$ cat src/rtl/ysyx_22040759_axi_arbiter_pkg.sv
// Shared constants and encodings for the IF/MEM AXI4 arbiter.
package ysyx_22040759_axi_arbiter_pkg;

  localparam int unsigned ID_W       = 4;
  localparam int unsigned IF_ID_DEF  = 0;
  localparam int unsigned MEM_ID_DEF = 1;

  localparam logic [2:0] AXI_SIZE_8B    = 3'b011;
  localparam logic [1:0] AXI_RESP_OKAY  = 2'b00;
  localparam logic [1:0] AXI_BURST_INCR = 2'b01;
  localparam logic [7:0] AXI_LEN_SINGLE = 8'd0;

  typedef enum logic [2:0] {
    ST_IDLE   = 3'd0,
    ST_IF_AR  = 3'd1,
    ST_IF_R   = 3'd2,
    ST_MEM_AR = 3'd3,
    ST_MEM_R  = 3'd4,
    ST_MEM_WR = 3'd5,
    ST_MEM_B  = 3'd6
  } arb_state_e;

  typedef enum logic {
    GRANT_IF  = 1'b0,
    GRANT_MEM = 1'b1
  } grant_e;

endpackage

$ cat src/rtl/ysyx_22040759_axi_wr_pair.sv
// AW/W issue tracker: both channels raised together, each dropped after its own handshake.
module ysyx_22040759_axi_wr_pair (
  input  logic clk,
  input  logic rst,
  input  logic active,
  input  logic aw_ready,
  input  logic w_ready,
  output logic aw_valid,
  output logic w_valid,
  output logic wr_done
);

  logic aw_done_q, aw_done_d;
  logic w_done_q, w_done_d;
  logic aw_hs, w_hs;

  always_comb begin
    aw_valid  = active & ~aw_done_q;
    w_valid   = active & ~w_done_q;
    aw_hs     = aw_valid & aw_ready;
    w_hs      = w_valid & w_ready;
    wr_done   = active & (aw_done_q | aw_hs) & (w_done_q | w_hs);
    // Flags self-clear on completion so the next write starts fresh.
    aw_done_d = active & (aw_done_q | aw_hs) & ~wr_done;
    w_done_d  = active & (w_done_q | w_hs) & ~wr_done;
  end

  always_ff @(posedge clk or posedge rst) begin
    if (rst) begin
      aw_done_q <= 1'b0;
      w_done_q  <= 1'b0;
    end else begin
      aw_done_q <= aw_done_d;
      w_done_q  <= w_done_d;
    end
  end

endmodule

$ cat src/rtl/ysyx_22040759_axi_arbiter.sv
// Round-robin arbiter sharing one AXI4 master between fetch (IF) and load/store (MEM).
module ysyx_22040759_axi_arbiter
  import ysyx_22040759_axi_arbiter_pkg::*;
#(
  parameter int unsigned ADDR_W = 64,
  parameter int unsigned DATA_W = 64,
  parameter int unsigned IF_ID  = IF_ID_DEF,
  parameter int unsigned MEM_ID = MEM_ID_DEF
) (
  input  logic                clk,
  input  logic                rst,
  input  logic                if_valid,
  output logic                if_ready,
  input  logic [ADDR_W-1:0]   if_addr,
  output logic [DATA_W-1:0]   if_data_read,
  input  logic                mem_valid,
  output logic                mem_ready,
  input  logic                mem_wen,
  input  logic [2:0]          mem_size,
  input  logic [ADDR_W-1:0]   mem_addr,
  input  logic [DATA_W-1:0]   mem_wdata,
  input  logic [DATA_W/8-1:0] mem_wstrb,
  output logic [DATA_W-1:0]   mem_rdata,
  output logic                axi_ar_valid,
  input  logic                axi_ar_ready,
  output logic [ADDR_W-1:0]   axi_ar_addr,
  output logic [ID_W-1:0]     axi_ar_id,
  output logic [2:0]          axi_ar_size,
  output logic [7:0]          axi_ar_len,
  output logic [1:0]          axi_ar_burst,
  input  logic                axi_r_valid,
  output logic                axi_r_ready,
  input  logic [DATA_W-1:0]   axi_r_data,
  input  logic [1:0]          axi_r_resp,
  input  logic [ID_W-1:0]     axi_r_id,
  input  logic                axi_r_last,
  output logic                axi_aw_valid,
  input  logic                axi_aw_ready,
  output logic [ADDR_W-1:0]   axi_aw_addr,
  output logic [ID_W-1:0]     axi_aw_id,
  output logic [2:0]          axi_aw_size,
  output logic [7:0]          axi_aw_len,
  output logic [1:0]          axi_aw_burst,
  output logic                axi_w_valid,
  input  logic                axi_w_ready,
  output logic [DATA_W-1:0]   axi_w_data,
  output logic [DATA_W/8-1:0] axi_w_strb,
  output logic                axi_w_last,
  input  logic                axi_b_valid,
  output logic                axi_b_ready,
  input  logic [1:0]          axi_b_resp,
  input  logic [ID_W-1:0]     axi_b_id,
  output logic                bus_err
);

  arb_state_e            state_q, state_d;
  grant_e                last_grant_q, last_grant_d;
  logic                  fresh_q, fresh_d;
  logic [ADDR_W-1:0]     addr_q, addr_d;
  logic [2:0]            size_q, size_d;
  logic [DATA_W-1:0]     wdata_q, wdata_d;
  logic [DATA_W/8-1:0]   wstrb_q, wstrb_d;
  logic                  bus_err_q, bus_err_d;
  logic                  pick_if, pick_mem;
  logic                  wr_active, wr_done;

  // Single outstanding transaction, so response IDs and r_last carry no information.
  logic unused_ok;
  assign unused_ok = ^{axi_r_id, axi_r_last, axi_b_id};

  assign wr_active = (state_q == ST_MEM_WR);

  ysyx_22040759_axi_wr_pair u_wr_pair (
    .clk      (clk),
    .rst      (rst),
    .active   (wr_active),
    .aw_ready (axi_aw_ready),
    .w_ready  (axi_w_ready),
    .aw_valid (axi_aw_valid),
    .w_valid  (axi_w_valid),
    .wr_done  (wr_done)
  );

  always_comb begin
    state_d      = state_q;
    last_grant_d = last_grant_q;
    fresh_d      = fresh_q;
    addr_d       = addr_q;
    size_d       = size_q;
    wdata_d      = wdata_q;
    wstrb_d      = wstrb_q;
    bus_err_d    = bus_err_q;
    axi_ar_valid = 1'b0;
    axi_r_ready  = 1'b0;
    axi_b_ready  = 1'b0;
    if_ready     = 1'b0;
    mem_ready    = 1'b0;
    if_data_read = '0;
    mem_rdata    = '0;

    // Until the first grant after reset, IF wins a tie; afterwards the side not last granted wins.
    pick_if  = if_valid & (~mem_valid | fresh_q | (last_grant_q == GRANT_MEM));
    pick_mem = mem_valid & ~pick_if;

    case (state_q)
      ST_IDLE: begin
        if (pick_if) begin
          state_d      = ST_IF_AR;
          last_grant_d = GRANT_IF;
          fresh_d      = 1'b0;
          addr_d       = if_addr;
          size_d       = AXI_SIZE_8B;
        end else if (pick_mem) begin
          state_d      = mem_wen ? ST_MEM_WR : ST_MEM_AR;
          last_grant_d = GRANT_MEM;
          fresh_d      = 1'b0;
          addr_d       = mem_addr;
          size_d       = mem_size;
          wdata_d      = mem_wdata;
          wstrb_d      = mem_wstrb;
        end
      end
      ST_IF_AR: begin
        axi_ar_valid = 1'b1;
        if (axi_ar_ready) state_d = ST_IF_R;
      end
      ST_MEM_AR: begin
        axi_ar_valid = 1'b1;
        if (axi_ar_ready) state_d = ST_MEM_R;
      end
      ST_IF_R: begin
        axi_r_ready = 1'b1;
        if (axi_r_valid) begin
          if_ready     = 1'b1;
          if_data_read = axi_r_data;
          state_d      = ST_IDLE;
          if (axi_r_resp != AXI_RESP_OKAY) bus_err_d = 1'b1;
        end
      end
      ST_MEM_R: begin
        axi_r_ready = 1'b1;
        if (axi_r_valid) begin
          mem_ready = 1'b1;
          mem_rdata = axi_r_data;
          state_d   = ST_IDLE;
          if (axi_r_resp != AXI_RESP_OKAY) bus_err_d = 1'b1;
        end
      end
      ST_MEM_WR: begin
        if (wr_done) state_d = ST_MEM_B;
      end
      ST_MEM_B: begin
        axi_b_ready = 1'b1;
        if (axi_b_valid) begin
          mem_ready = 1'b1;
          state_d   = ST_IDLE;
          if (axi_b_resp != AXI_RESP_OKAY) bus_err_d = 1'b1;
        end
      end
      default: state_d = ST_IDLE;
    endcase
  end

  assign axi_ar_addr  = addr_q;
  assign axi_ar_id    = (last_grant_q == GRANT_IF) ? ID_W'(IF_ID) : ID_W'(MEM_ID);
  assign axi_ar_size  = size_q;
  assign axi_ar_len   = AXI_LEN_SINGLE;
  assign axi_ar_burst = AXI_BURST_INCR;
  assign axi_aw_addr  = addr_q;
  assign axi_aw_id    = ID_W'(MEM_ID);
  assign axi_aw_size  = size_q;
  assign axi_aw_len   = AXI_LEN_SINGLE;
  assign axi_aw_burst = AXI_BURST_INCR;
  assign axi_w_data   = wdata_q;
  assign axi_w_strb   = wstrb_q;
  assign axi_w_last   = 1'b1;
  assign bus_err      = bus_err_q;

  always_ff @(posedge clk or posedge rst) begin
    if (rst) begin
      state_q      <= ST_IDLE;
      last_grant_q <= GRANT_IF;
      fresh_q      <= 1'b1;
      addr_q       <= '0;
      size_q       <= '0;
      wdata_q      <= '0;
      wstrb_q      <= '0;
      bus_err_q    <= 1'b0;
    end else begin
      state_q      <= state_d;
      last_grant_q <= last_grant_d;
      fresh_q      <= fresh_d;
      addr_q       <= addr_d;
      size_q       <= size_d;
      wdata_q      <= wdata_d;
      wstrb_q      <= wstrb_d;
      bus_err_q    <= bus_err_d;
    end
  end

endmodule

$ cat config.mk
export PLATFORM = sky130hd
export DESIGN_NAME = ysyx_22040759_axi_arbiter
export DESIGN_NICKNAME = d
export VERILOG_FILES = /design/src/rtl/ysyx_22040759_axi_arbiter_pkg.sv /design/src/rtl/ysyx_22040759_axi_wr_pair.sv /design/src/rtl/ysyx_22040759_axi_arbiter.sv
export SDC_FILE = /design/constraint.sdc
export NUM_CORES = 1
export LEC_CHECK = 0
export BUFFER_PORTS_ARGS = -buffer_cell sky130_fd_sc_hd__buf_2
export CORE_AREA = 2 2 258 260
export CTS_BUF_LIST = sky130_fd_sc_hd__clkbuf_8
export DETAILED_ROUTE_END_ITERATION = 7
export DIE_AREA = 0 0 260 262
export RECOVER_POWER = 100
export SLEW_MARGIN = 20
export SYNTH_ARGS = -nofsm -noshare
export SYNTH_HDL_FRONTEND = slang
export SYNTH_SLANG_ARGS = --single-unit
$ cat constraint.sdc
create_clock -name clk -period 4.8 [get_ports clk]
set_input_delay 0.72 -clock clk [delete_from_list [all_inputs] [get_ports clk]]
set_output_delay 0.72 -clock clk [all_outputs]
set_load 0.02 [all_outputs]
== After elaboration in Yosys (flattened, before gate mapping) ==
Index checks and enable logic that the tools add are counted.
Word-level totals
  output and inout port bits: 371
  register bits after elaboration: 147
  word-level logic and storage cells: 88
  input bits: 290
Cells by class
  reduce and logical (&&, ||, !) cells: 11
  equal/unequal tests: 14
  multiplexer cells: 33
  bitwise logic cells: 20
Operators with widths (count)
  $mux W64: 5
  $mux W3: 10
  $pmux W3 S6: 1
  $mux W1: 15
  $and A1 B1 Y1: 11
  $ne A2 B2 Y1 const B: 5
  $eq A3 B3 Y1 const B: 3
  $reduce_bool A2 Y1: 4
  $eq A3 B2 Y1 const B: 2
  $reduce_and A6 Y1: 1
  $not A1 Y1: 5
  $reduce_and A5 Y1: 1
  $ne A2 B1 Y1 const B: 2
  $or A1 B1 Y1: 4
  $pmux W1 S2: 2
  $reduce_or A2 Y1: 2
  $eq A3 B1 Y1 const B: 1
  $logic_not A3 Y1: 1
  $ne A3 B3 Y1 const B: 1
  $reduce_and A3 Y1: 1
  $reduce_and A2 Y1: 1

== Longest topological paths before layout ==
Gate-level depths: netlist of the first run.
  depth in word-level cells: 9
  gate-level depth with buffers: 7
  mapped depth without buffers: 4

== Cells and area by module ==
A second synthesis of the first run with hierarchy kept.
Second synthesis, totals
  cells, all modules: 741
  area total of the unflattened synthesis: 7772.5 um^2
Modules (own cells, without submodules)
  ysyx_22040759_axi_arbiter: area an instance 7673.6 um^2, cells each 731, sequential area each 3629.7 um^2, times used 1
  ysyx_22040759_axi_wr_pair: area an instance 98.8 um^2, cells each 10, sequential area each 50.0 um^2, times used 1

== Worst setup path before layout of the first run ==
Ideal clock, no wire load.
  path kind: input-to-output
  from: input axi_r_valid
  to: output if_data_read[10]
  slack: 2.494 ns
  stages on the path: 5
  data required time: 4.080 ns
  data arrival time: 1.586 ns
  path buffers: 2
  path through: nand2_1 > nor2_1 > clkbuf_1 > clkbuf_1 > and2_1
Between the ends
  cells in the longest elaborated chain, start to end: 2
Ends and longest elaborated chain
  from (decl): line ysyx_22040759_axi_arbiter.sv:31  | input logic axi_r_valid,
  $mux W64: line ysyx_22040759_axi_arbiter.sv:133  | if (axi_r_valid) begin
  $mux W64: line ysyx_22040759_axi_arbiter.sv:105  | case (state_q)
  to (decl): line ysyx_22040759_axi_arbiter.sv:15  | output logic [DATA_W-1:0] if_data_read,
Every way passes these cells.

== Worst setup path after layout of the first run ==
  from: register state_q[2]
  to: output if_data_read[12]
Between the ends
  cells in the longest elaborated chain, start to end: 2
Ends and longest elaborated chain
  from (decl): line ysyx_22040759_axi_arbiter.sv:56  | arb_state_e state_q, state_d;
  from (signal assigned): line ysyx_22040759_axi_arbiter.sv:190  | state_q <= state_d;
  $eq A3 B2 Y1: line ysyx_22040759_axi_arbiter.sv:105
  $mux W64: line ysyx_22040759_axi_arbiter.sv:105
Every way passes these cells.

==> results.toml, run 1 <==
[critical_path]
worstSetupStartpointType = "register"
worstPathMaxFanout = 32
slowest_delay_ns = 0.77
cpMaxStageDelayCell = "nor2_2"
crit_type = "reg2out"
cp.buffers_inverters = 2
crit_chain = "nand2b_1 > nor2_2 > clkbuf_1 > and2_1 > clkbuf_1"
arrival_ns = 3.06
end_kind = "primary output"
critPathRequiredTime_ns = 4.08
cp_common_cell = "clkbuf_1"
crit_family = "simple AND/OR/NAND/NOR gates"

[timing]
skew_ns = 0.0293
setup_viol = 0
worst_pin_slew_ns = 3.14
rsz0062_at_grt = "no"
maxSlewViolCount = 263
max_slew_margin_pct = -110
fmaxAchievable_ghz = 0.264
whs_ns = 0.389
hold_viol_final = 0
fin_crit_sh_pct = 78.8
setup_tns_ns = 0
layout_min_cycle_time_ns = 3.78

[route]
via_per_inst = 3.22
wl_per_cell_um = 13.3
route.met2.wl_um = 14200
routed_wl_um = 28600
drt-initial-drc-count = 366
drcViolationCount = 0
top_layer = "met4"
dr_total_vias = 6932
ant_nets = 0
drt-met1-wl_um = 12000
drtPass1Iterations = 4
route.met3.wl_um = 2010

[global_route]
grt_pass1_vias = 6166
grt_max_degree = 131
grt_use_total_pct = 7.65
grt_pass1_wl_um = 38100
gr-total-overflow = 0
antenna_found_initial = 1

[clock_network]
clk_latency_ns = 0.51
cts_hold_buf = 0
clkTransAtPathRegs_ns = 0.11
cts_tree = "done"
cts_resized = 0
cts_buffers = 17
cts_root_buf = "clkbuf_8"
h-tree-depth = 4
clockBufferDepth = 2
clock-sinks = 147
post_cts_buffers = 0

[logic_synthesis]
syn_avg_cell_area_um2 = 10.5
ys_seq_area_share_pct = 47.1
synth-xor-area-share_pct = 0
synthAdderAreaFrac_pct = 0
syn-cell-area_um2 = 7810
ys_ff_latch = 147
synth_cells = 745
synth-compound-area-share_pct = 6.45
synth_top_family_by_area = "multiplexers"
yosysMostFrequentCell = "dfrtp_1"
synth_mux_area_share_pct = 18.7
synth_common_cells = "146 x dfrtp_1, 129 x and2_1, 105 x buf_4, 71 x o21ai_0, 69 x mux2_1"
synthSimpleGateAreaFrac_pct = 15.4
yosysTopAreaCellShare_pct = 46.8
synth_top_area_cell = "dfrtp_1"
synth-main-ff-cell = "dfrtp_1"
synth_area_leaders = "dfrtp_1 47%, and2_1 10%, buf_4 10%, mux2_1 9.9%, mux2i_1 8.2%"
synth_cell_type_count = 36
ys_async_sr_fraction_pct = 100
synth_edf_count = 0
synth-warning-count = 0

[power_and_ir_drop]
leakagePower_uw = 0.00533
vdd_drop_max_mv = 0.301
powerDensity_nw_per_um2 = 587

[run_status]
violations = "max-capacitance violations, max-slew violations"
run_status = "complete, but fails checks"

[floorplan]
fp-row-count = 94
die_h_um = 262
start_util_pct = 12.0
dieArea_um2 = 68100
ios = 661
core_area_um2 = 65300
die_x_um = 260

[placement]
gp_congestion = 0.785
place_hpwl_um = 22900
place_area_um2 = 11300
io_buffers = 623

[min_path]
hold_class = "in2reg"

[final_layout]
nNetsFinal = 1569
final_cell_area_um2 = 11300
drive_gt1_share_pct = 30.6
final_util_pct = 17.3
area_delta_synth_final_pct = 44.3

[flow_run]
drv_cap = 3
-- worst reg2reg max path: cells and delay by family, from the launching register on --
kind                   cells  cell delay (ns)
buffers and inverters      2             1.74
flip-flops                 1             0.61
AND/OR/NAND/NOR            1             0.09
AO/OA/AOI/OAI              2             0.75
-- layout by cell type (no fill, tap or decap), drive strengths merged --
cell type / synthesis / layout
buf: 114 / 350
clkbuf: 28 / 299
dfrtp: 146 / 146
and2: 129 / 129
mux2: 73 / 73
o21ai: 71 / 71
nand2: 68 / 68
mux2i: 64 / 64
conb: 2 / 28
nor2: 11 / 11
inv: 4 / 9
a21oi: 5 / 5
clkinvlp: 0 / 4
clkinv: 0 / 3
nor2b: 2 / 2
nor4: 2 / 2
nor3b: 2 / 2
a21o: 2 / 2
nand3: 2 / 2
o22a: 2 / 2
nand2b: 2 / 2
a22o: 2 / 2
o31ai: 2 / 2
and3: 2 / 2
diode: 0 / 1
nor3: 1 / 1
a2111oi: 1 / 1
a31oi: 1 / 1
nor4b: 1 / 1
o21a: 1 / 1
a31o: 1 / 1
nand4: 1 / 1
a22oi: 1 / 1
or2: 1 / 1
bufinv: 0 / 1
dfstp: 1 / 1
-- area by class of cell --
cell class,count,area [um2]
Antenna cell,1,2.50
Clock buffer,18,248
Clock inverter,13,129
Fill cell,7484,54000
Inverter,4,16.3
Multi-Input combinational cell,478,3280
Sequential cell,147,3680
Tap cell,864,1080
Timing Repair Buffer,631,2840
-- logic make-up (layout without fill, tap and decap cells) --
kind of cell	Yosys count	count (layout)
other	2	29
and+or+nand+nor	224	224
muxes	137	137
buffers and inverters	146	666
AOI/OAI and AO/OA	89	89
DFF	147	147
-- metal layers --
metal	up-vias	track usage, %
met4	0	2.97
met2	357	12.8
met1	3135	9.43
met3	17	1.86
met5	-	0
li1	3423	-
-- path summary, 6_finish.rpt --
path                              start            endpoint  slack [ns]  cells past startpoint
max reg2reg                  state_q[2]     axi_ar_addr[17]        1.34                      5
max                          state_q[2]    if_data_read[12]        1.02                      5
min in group asynchronous           rst     axi_ar_addr[12]        1.11                      2
min                        axi_aw_ready  u_wr_pair.w_done_q        0.39                      2
max in group asynchronous           rst     axi_ar_addr[46]        2.25                      2
min reg2reg                     bus_err             bus_err        0.48                      1
-- registers in the layout, indices dropped and copies added (netlist names) --
| register | cells |
|---|---|
| axi_w_data | 64 |
| bus_err | 1 |
| u_wr_pair.w_done_q | 1 |
| axi_ar_addr | 64 |
| last_grant_q | 1 |
| axi_w_strb | 8 |
| u_wr_pair.aw_done_q | 1 |
| fresh_q | 1 |
| state_q | 3 |
| axi_ar_size | 3 |
-- power by group --
group          switching [uW]  leakage [uW]  total, uW  internal [uW]
clock network             546      0.000186        975            429
logic                    2340       0.00336       3340            995
registers                 461       0.00178       2300           1840
total                    3350       0.00533       6620           3270
-- stage by stage --
step	power (uW)	setup WS (ns)	std cells
6_report	6620	1.02	2156
5_1_grt	7100	0.689	2155
4_1_cts	7020	1.26	2155
3_5_place_dp	5970	1.66	2124
3_3_place_gp	5930	1.64	2124
2_1_floorplan	4880	0.130	771
Note: power is estimated with default switching activity, not from simulation.
==> inputs of run 2 (changes only) <==
==> constraint.sdc (replaced) <==
create_clock -name clk -period 3.9 [get_ports clk]
set_input_delay 0.585 -clock clk [delete_from_list [all_inputs] [get_ports clk]]
set_output_delay 0.585 -clock clk [all_outputs]
set_load 0.02 [all_outputs]
==> results.toml, run 2 (same netlist as run 1, synthesis figures left out) <==
[global_route]
grt_max_degree = 87
gr-total-overflow = 0
grt_pass1_vias = 6299
grt_pass1_wl_um = 40100
antenna_found_initial = 6
grt_use_total_pct = 8.18

[critical_path]
arrival_ns = 2.67
end_kind = "primary output"
slowest_delay_ns = 0.68
r2r_end = "axi_w_data[25]"
timing.rr.start = "state_q[1]"
setup.reg_to_reg.worst_slack_ns = 0.68
critPathRequiredTime_ns = 3.31
crit_type = "reg2out"
crit_chain = "nand2b_1 > nor2_1 > buf_12 > and2_1 > clkbuf_1"
worstPathMaxFanout = 51
cpMaxStageDelayCell = "nor2_1"
worstSetupStartpointType = "register"
ff2ff_path_depth = 5

[placement]
io_buffers = 623
gp_congestion = 0.801
dp_slack_ns = 1.43
place_hpwl_um = 24400
place_area_um2 = 11300

[flow_run]
drv_cap = 4

[timing]
max_slew_margin_pct = -26.7
skew_ns = 0.0244
layout_min_cycle_time_ns = 3.25
setup_viol = 0
setup_tns_ns = 0
hold_viol_final = 0
maxSlewViolCount = 203
fmaxAchievable_ghz = 0.307
fin_ws_ns = 0.647
rsz0062_at_grt = "no"
worst_pin_slew_ns = 1.90
whs_ns = 0.248
fin_crit_sh_pct = 83.4

[final_layout]
layout_common_cells = "323 x buf_2, 306 x clkbuf_1, 146 x dfrtp_1"
drive_gt1_share_pct = 28.6
final_common_cell = "buf_2"
nFillCells = 7442
area_delta_synth_final_pct = 44.3
nNetsFinal = 1572
final_cell_area_um2 = 11300

[floorplan]
dieArea_um2 = 68100
core_area_um2 = 65300
ios = 661
start_util_pct = 12.0
die_h_um = 262
fp-row-count = 94
die_x_um = 260

[power_and_ir_drop]
powerDensity_nw_per_um2 = 733
vdd_drop_max_mv = 0.267
p_comb_share_pct = 50.1
pwr-share-seq_pct = 34.3
finalPower_uw = 8260
leakagePower_uw = 0.00526
p_int_uw = 4020
clockPowerShare_pct = 15.5
netSwitchingPower_uw = 4240
p_sw_share_pct = 51.3

[clock_network]
cts_hold_buf = 0
clk_latency_ns = 0.51
post_cts_buffers = 0
clock-sinks = 147
clockBufferDepth = 2
cts_root_buf = "clkbuf_8"
clkTransAtPathRegs_ns = 0.10
cts_resized = 0
cts_buffers = 17
h-tree-depth = 4
cts_tree = "done"

[route]
dr_total_vias = 7032
routed_wl_um = 30100
drt-initial-drc-count = 387
via_per_inst = 3.26
drtPass1Iterations = 4
drcViolationCount = 0
ant_nets = 0
wl_per_cell_um = 13.9

[run_status]
run_status = "complete, but fails checks"
violations = "max-capacitance violations, max-slew violations"

[min_path]
hold_class = "in2async"
[run 2: cell count changes in the layout (fill, tap and decap cells not counted), sizes merged]
| cell | previous run | this run |
|---|---|---|
| clkbuf | 299 | 325 |
| buf | 350 | 326 |
| clkinv | 3 | 5 |
| clkinvlp | 4 | 3 |
| inv | 9 | 10 |
[run 2: stage by stage]
stage | cells | utilization, %
after floorplan | 771 | -
after global placement | 2127 | 17.4
after detailed placement | 2127 | 17.4
after CTS | 2159 | 18.0
after global routing | 2159 | 17.3
final | 2160 | 17.3
[run 2: how the worst max path moves through the flow]
stage	startpoint	end
finish	state_q[1]	mem_rdata[63]
global route	state_q[1]	mem_rdata[7]
CTS	state_q[0]	mem_rdata[63]
detailed placement	mem_valid	axi_ar_addr[58]
global placement	mem_valid	axi_ar_addr[58]
floorplan	rst	axi_ar_addr[0]
[run 2: power by group through the flow]
stage / combinational, uW / clock (uW) / sequential, uW
6_report: 4140 / 1280 / 2840
5_1_grt: 4490 / 1450 / 2930
4_1_cts: 4560 / 1410 / 2820
3_5_place_dp: 4570 / 0 / 2840
3_3_place_gp: 4540 / 0 / 2830
2_1_floorplan: 2420 / 0 / 3590
[run 2: layer usage]
metal,up-vias,GRT usage [%],wire [um]
met4,0,3.77,791
met2,391,12.7,13800
li1,3425,-,-
met1,3183,10.6,12400
met3,33,2.09,3050
met5,-,0,0
[run 2: final cells by class]
class                   count  area [um2]  area share (%)
flip-flops and latches    147        3680            32.6
multi-input cells         478        3260            28.9
repair buffers            634        2840            25.1
well taps                 864        1080            9.59
clock buffers              17         234            2.08
clock inverters            15         165            1.47
inverters                   4        16.3           0.144
diodes                      1        2.50          0.0222
[run 2: worst max-delay path, delay by kind of cell (launching register included)]
| kind | cells | cell delay (ns) |
|---|---|---|
| flip-flops | 1 | 0.54 |
| buffers and inverters | 2 | 0.52 |
| AND/OR/NAND/NOR | 3 | 1.07 |
==> inputs of run 3 (changes only) <==
==> constraint.sdc (replaced) <==
create_clock -name clk -period 3.4 [get_ports clk]
set_input_delay 0.51 -clock clk [delete_from_list [all_inputs] [get_ports clk]]
set_output_delay 0.51 -clock clk [all_outputs]
set_load 0.02 [all_outputs]
==> results.toml, run 3 (same netlist as run 1, synthesis figures left out) <==
[clock_network]
cts_buffers = 17
clk_latency_ns = 0.51
clockBufferDepth = 2
cts_tree = "done"
cts_root_buf = "clkbuf_8"
cts_hold_buf = 0
clock-sinks = 147
cts_resized = 0
h-tree-depth = 4
post_cts_buffers = 0
clkTransAtPathRegs_ns = 0.10

[floorplan]
die_x_um = 260
dieArea_um2 = 68100
ios = 661
die_h_um = 262
fp-row-count = 94
core_area_um2 = 65300
start_util_pct = 12.0

[placement]
dp_cells = 2133
place_hpwl_um = 25000
dp_slack_ns = 0.966
io_buffers = 623
gp_congestion = 0.817

[timing]
maxSlewViolCount = 34
fin_ws_ns = 0.392
hold_viol_final = 0
worst_pin_slew_ns = 1.57
whs_ns = 0.180
setup_viol = 0
rsz0062_at_grt = "no"
setup_tns_ns = 0
fmaxAchievable_ghz = 0.332
fin_crit_sh_pct = 88.5
max_slew_margin_pct = -5.14
layout_min_cycle_time_ns = 3.01
skew_ns = 0.0150

[global_route]
grt_pass1_vias = 6474
antenna_found_initial = 4
grt_max_degree = 116
gr-total-overflow = 0
grt_pass1_wl_um = 40200
grt_use_total_pct = 8.12

[critical_path]
worstSetupStartpointType = "register"
end_kind = "register"
ff2ff_path_depth = 4
arrival_ns = 3.39
critPathRequiredTime_ns = 3.78
worstPathMaxFanout = 31
crit_type = "reg2reg"

[final_layout]
finalNonFillerCells = 2166
final_common_cell = "clkbuf_1"
regArea_um2 = 3680
nFillCells = 7493
final_util_pct = 17.3
area_delta_synth_final_pct = 44.9
multiInputGateArea_um2 = 3280
drive_gt1_share_pct = 27.5
layout_common_cells = "326 x clkbuf_1, 307 x buf_2, 146 x dfrtp_1"
nNetsFinal = 1578

[route]
ant_nets = 0
wl_per_cell_um = 13.9
drtPass1Iterations = 4
via_per_inst = 3.27
drt-initial-drc-count = 379
dr_total_vias = 7091
routed_wl_um = 30100
drcViolationCount = 0

[flow_run]
drv_cap = 1

[min_path]
holdPathStages = 2
hold_class = "in2reg"

[run_status]
run_status = "complete, but fails checks"
violations = "max-capacitance violations, max-slew violations"

[power_and_ir_drop]
vdd_drop_max_mv = 0.336
leakagePower_uw = 0.00524
powerDensity_nw_per_um2 = 839
## run 3: cell count changes in the layout (fill, tap and decap cells not counted), sizes merged
cell,delta
clkinvlp,-2
buf,-13
clkbuf,+20
inv,+3
clkinv,-2
## run 3: final timing paths
kind | start | end | slack, ns
max in group asynchronous | rst | axi_w_data[38] | 1.21
min in group asynchronous | rst | axi_w_data[7] | 0.36
worst max register to register | state_q[1] | axi_w_data[61] | 0.39
worst min-delay path | axi_aw_ready | u_wr_pair.w_done_q | 0.18
worst max-delay path | state_q[1] | axi_w_data[61] | 0.39
worst min register to register | bus_err | bus_err | 0.48
## run 3: per-stage QoR
| stage | instance area (um2) | power (uW) |
|---|---|---|
| floorplan | 7910 | 6890 |
| global placement | 11400 | 8480 |
| CTS | 11800 | 10100 |
| detailed placement | 11400 | 8550 |
| finish | 11300 | 9500 |
| global route | 11300 | 10200 |
## run 3: layout make-up
| type | count | share of cell area (%) |
|---|---|---|
| Clock buffer | 18 | 2.19 |
| Clock inverter | 14 | 1.39 |
| Multi-Input combinational cell | 478 | 28.9 |
| Inverter | 4 | 0.144 |
| Tap cell | 864 | 9.55 |
| Antenna cell | 1 | 0.0221 |
| Timing Repair Buffer | 640 | 25.3 |
| Sequential cell | 147 | 32.5 |
## run 3: worst max-delay path, cell delays in order, from the launching register on
cell and delay [ns]:
dfrtp_1 0.53, nor3_1 0.34, and3_1 1.20, clkbuf_1 0.43, mux2_1 0.37
## run 3: routing by layer
layer	up-vias	wire (um)	global-route usage, %
li1	3436	-	-
met1	3240	12200	9.91
met2	379	14300	12.9
met3	36	2680	2.62
met4	0	922	4.01
met5	-	0	0
## run 3: power breakdown
group | internal [uW] | switching [uW] | total [uW]
Sequential | 2600 | 657 | 3260
Combinational | 1420 | 3370 | 4790
Clock | 635 | 815 | 1450
